## src/rtl/tick_divider_chain.sv

```systemverilog
// Cascade of STAGES divide-by-div_cur tick counters sharing one run-time loadable divisor.
// Optional TICK_DIVIDER_ONESHOT_EN adds a oneshot input that stops the chain after the last stage wraps.
module tick_divider_chain #(
  parameter int WIDTH       = 4,
  parameter int STAGES      = 2,
  parameter int DIV_DEFAULT = 10
) (
  input  logic                      clk,
  input  logic                      reset,
  input  logic                      tick_in,
  input  logic                      enable,
  input  logic                      div_load,
  input  logic [WIDTH-1:0]          div_value,
`ifdef TICK_DIVIDER_ONESHOT_EN
  input  logic                      oneshot,
  output logic                      done,
`endif
  output logic                      div_err,
  output logic [WIDTH-1:0]          div_cur,
  output logic [STAGES-1:0]         stage_tick,
  output logic [STAGES*WIDTH-1:0]   stage_count
);

  logic [WIDTH-1:0]  count [STAGES];
  logic [STAGES-1:0] stage_in;
  logic [STAGES-1:0] wrap;
  logic [WIDTH-1:0]  div_max;
  logic              load_ok;

  // Stage k>0 is fed by the registered pulse of stage k-1, giving one cycle of latency per stage.
  always_comb begin
    stage_in    = '0;
    wrap        = '0;
    stage_count = '0;
    div_max     = div_cur - WIDTH'(1);
    load_ok     = div_load && (div_value >= WIDTH'(2));
    stage_in[0] = tick_in;
    for (int k = 1; k < STAGES; k++) begin
      stage_in[k] = stage_tick[k-1];
    end
    for (int k = 0; k < STAGES; k++) begin
      wrap[k] = stage_in[k] && (count[k] == div_max);
      stage_count[k*WIDTH +: WIDTH] = count[k];
    end
  end

  // A valid load wins over everything except reset; an invalid one only raises div_err.
  always_ff @(posedge clk) begin
    if (reset) begin
      div_cur    <= WIDTH'(DIV_DEFAULT);
      div_err    <= 1'b0;
      stage_tick <= '0;
      for (int k = 0; k < STAGES; k++) count[k] <= '0;
`ifdef TICK_DIVIDER_ONESHOT_EN
      done       <= 1'b0;
`endif
    end else begin
      div_err <= div_load && !load_ok;
`ifdef TICK_DIVIDER_ONESHOT_EN
      if (!oneshot) done <= 1'b0;
`endif
      if (load_ok) begin
        div_cur    <= div_value;
        stage_tick <= '0;
        for (int k = 0; k < STAGES; k++) count[k] <= '0;
`ifdef TICK_DIVIDER_ONESHOT_EN
        done       <= 1'b0;
      end else if (oneshot && (done || stage_tick[STAGES-1])) begin
        // Once the final pulse has gone out the chain parks at zero until reloaded.
        done       <= 1'b1;
        stage_tick <= '0;
        for (int k = 0; k < STAGES; k++) count[k] <= '0;
`endif
      end else if (!enable) begin
        stage_tick <= '0;
      end else begin
        for (int k = 0; k < STAGES; k++) begin
          if (wrap[k]) begin
            count[k] <= '0;
          end else if (stage_in[k]) begin
            count[k] <= count[k] + WIDTH'(1);
          end
        end
        stage_tick <= wrap;
      end
    end
  end

endmodule

```

## config.mk

```make
export PLATFORM = sky130hd
export DESIGN_NAME = tick_divider_chain
export DESIGN_NICKNAME = d
export VERILOG_FILES = /design/src/rtl/tick_divider_chain.sv
export SDC_FILE = /design/constraint.sdc
export NUM_CORES = 1
export LEC_CHECK = 0
export CELL_PAD_IN_SITES_DETAIL_PLACEMENT = 2
export CELL_PAD_IN_SITES_GLOBAL_PLACEMENT = 2
export CORE_UTILIZATION = 40
export CTS_CLUSTER_DIAMETER = 100
export DETAILED_ROUTE_END_ITERATION = 10
export DONT_BUFFER_PORTS = 1
export PLACE_DENSITY_LB_ADDON = 0.15
export SYNTH_ARGS = -nofsm -noshare
export SYNTH_HDL_FRONTEND = slang
export SYNTH_SLANG_ARGS = --single-unit
```

## constraint.sdc

```tcl
create_clock -name clk -period 3.04 [get_ports clk]
set_input_delay 0.304 -clock clk [delete_from_list [all_inputs] [get_ports clk]]
set_output_delay 0.304 -clock clk [all_outputs]
set_load 0.05 [all_outputs]
```

==> flow_summary_export.csv <==
group,metric,value,unit
flow_run,max_cap_violations,0,
final_layout,seqCellArea,380,sq um
clocking,cts_root_buf,"clkbuf_4",
power_and_ir_drop,clock_power_share,0.254,
final_layout,drive_gt1_frac,0.156,
clocking,ctsHoldBuffers,0,
power_and_ir_drop,leakagePower,0.346,nW
floorplan,dieArea,0.00233,sq mm
yosys,ys_ff_latch,15,
route,detail_route.first_pass.iterations,2,
setup_path,critPathKind,"reg -> reg",
final_layout,antenna_cells,0,
setup_path,path_cells,"inv_1 > ha_1 > xor3_2 > a2111oi_4 > a211oi_1",
timing,rsz0062_at_grt,"no",
route,routed_wl,1.95,mm
global_route,grt_max_degree,10,
setup_path,required,3.07,ns
timing,slew_violations,0,
yosys,postSynthCellCount,71,
timing,worst_slack,0.683,ns
floorplan,start_util,0.431,
yosys,syn_nets,83,
global_route,grt_use_total,0.182,
setup_path,worst_path_largest_cell_delay,0.70,ns
yosys,synth_cell_types,26,
timing,max_slew_margin,0.534,
floorplan,die_h,48.2,um
route,viasPerCell,5.81,
setup_path,crit_path_start_kind,"register",
floorplan,core-area,0.00198,sq mm
global_route,grt_pass1_vias,612,
final_layout,final_core_util,0.469,
placement,dp_hpwl,1.49,mm
placement,place_inst,100,
final_layout,nets,90,
final_layout,syn2layout_area_growth,8.78,%
placement,place_congestion,0.751,
route,wl_met1,825,um
clocking,cts_buffers,3,
power_and_ir_drop,total_power,0.470,mW
placement,port_buffers,0,
route,ant_nets,0,
clocking,path_clk_slew,0.09,ns
power_and_ir_drop,p_int,0.312,mW
floorplan,die_w,48.2,um
floorplan,io_pins,24,
timing,hold_ws,0.0716,ns
yosys,synth-edff-count,8,
power_and_ir_drop,seq_power_share,0.575,
timing,fmax,0.424,GHz
clocking,clk_latency,0.29,ns
yosys,synth.top_cells.by_area,"edfxtp_1 28%, dfxtp_1 16%, xnor2_1 8.2%",
yosys,synthesis.yosys.warnings,0,
route,num_vias,604,
clocking,cts_tree,"done",
outcome,status,"complete, no violations",
clocking,ctsResizeCount,0,
yosys,avgSynthCellArea,12.0,sq um
power_and_ir_drop,combPwrFrac,0.171,
global_route,grt-ovfl-total,0,
timing,fin_tns_setup,0,ns
clocking,clockBufferDepth,2,
yosys,synth-seq-area-share,0.445,
timing,timing.final.crit_share,0.775,
placement,dpl_cell_area,903,sq um
floorplan,rows,16,
yosys,yosysTopAreaCell,"edfxtp_1",
setup_path,setup.worst_path.end_class,"register",
yosys,synth-async-reset-ratio,0,
route,drt_iter0_drc,5,
final_layout,stdcell_area,930,sq um
final_layout,fillers,204,
clocking,clock_sinks,15,
yosys,synthTopCellsByCount,"8 x edfxtp_1, 8 x xnor2_1, 7 x dfxtp_1",
yosys,synth_ff_type,"edfxtp_1",
final_layout,stdcell_count,104,
placement,dp_worst_setup_slack,0.697,ns
route,routedWlPerCell,18.8,um
setup_path,cpMaxStageDelayCell,"dfxtp_1",
clocking,htreeDepth,1,
timing,setup_viol_count_final,0,
power_and_ir_drop,cellPowerDensity,505,mW/mm^2
power_and_ir_drop,p_sw,0.158,mW
timing,fin_skew,0.00162,ns
timing,worst_pin_slew,0.698,ns
route,dr.max_layer_used,"met4",
setup_path,arrival,2.38,ns
power_and_ir_drop,netSwitchingFraction,0.335,
power_and_ir_drop,peakVddDrop,0.000228,V
route,route.met2.wl,1.03,mm
route,post-route-drc-count,0,
worst_hold_path,hold_class,"in -> reg",
setup_path,cp_max_fo,5,
timing,min_period,2.36,ns
final_layout,multi_input_area,467,sq um
yosys,synth_top_area_share,0.281,
timing,hold_viol,0,
global_route,grt_pass1_wl,2.80,mm
yosys,synthesis.area,855,sq um
route,met3_length,72,um
clocking,post_cts_buffers,0,
global_route,antenna_found_initial,0,
-- final timing paths --
check | from | to | slack [ns] | cells after the start
setup / recovery | div_cur[1] | count[1][3] | 0.68 | 5
setup reg to reg | div_cur[1] | count[1][3] | 0.68 | 5
hold / removal | reset | div_cur[2] | 0.07 | 1
hold reg to reg | div_cur[0] | div_cur[0] | 0.78 | 3
-- power groups by stage --
| stage | Clock [mW] | Sequential [mW] | Combinational [mW] |
|---|---|---|---|
| final | 0.119 | 0.270 | 0.0805 |
| after global routing | 0.129 | 0.272 | 0.0873 |
| after CTS | 0.123 | 0.271 | 0.0815 |
| after detailed placement | 0 | 0.275 | 0.0804 |
| after global placement | 0 | 0.275 | 0.0765 |
| after floorplan | 0 | 0.275 | 0.0613 |
-- critical path, delay by kind of cell, from the launching register on --
family	cells	cell delay, ns
adders and majority gates	1	0.25
AOI/OAI and AO/OA	2	0.64
DFF	1	0.70
xor gates and xnor gates	1	0.41
buffers and inverters	1	0.10
-- cells by family (layout without fill, tap and decap cells) --
group,Yosys count,after routing,synth area share
AND/OR/NAND/NOR,23,23,0.160
flip-flops,15,15,0.445
XOR/XNOR,13,13,0.174
adder cells (fa/ha/maj),3,3,0.0439
buffers and inverters,2,8,0.00879
multiplexers,2,2,0.0249
AO/OA/AOI/OAI,13,13,0.143
-- flip-flops by register name, summed over array words and instances, names as in the netlist --
name and flops:
div_cur 4, div_err 1, stage_tick 2, count 8
-- layout make-up --
cell class                      instances  area share
Multi-Input combinational cell         54       0.502
Sequential cell                        15       0.409
Timing Repair Buffer                    2      0.0162
Inverter                                2     0.00808
Tap cell                               27      0.0363
Clock buffer                            4      0.0283
-- cells in the final DEF, fill, tap and decap left out, types with 3 or more instances in the layout --
| cell type | synthesis | routed |
|---|---|---|
| ha_1 | 3 | 3 |
| xor2_1 | 3 | 3 |
| dfxtp_1 | 7 | 7 |
| xnor2_1 | 8 | 8 |
| a211oi_1 | 6 | 6 |
| edfxtp_1 | 8 | 8 |
| and3b_1 | 3 | 3 |
| nor2_1 | 3 | 3 |
| nand3_1 | 4 | 4 |
| nand2_1 | 5 | 5 |
| clkbuf_4 | 0 | 3 |
-- per-layer routing --
| metal | global-route usage | vias to the layer above |
|---|---|---|
| met5 | 0 | - |
| met4 | 0.0833 | 0 |
| met3 | 0.0222 | 3 |
| met2 | 0.309 | 17 |
| met1 | 0.230 | 306 |
| li1 | - | 278 |
(Power assumes the default switching activity.)
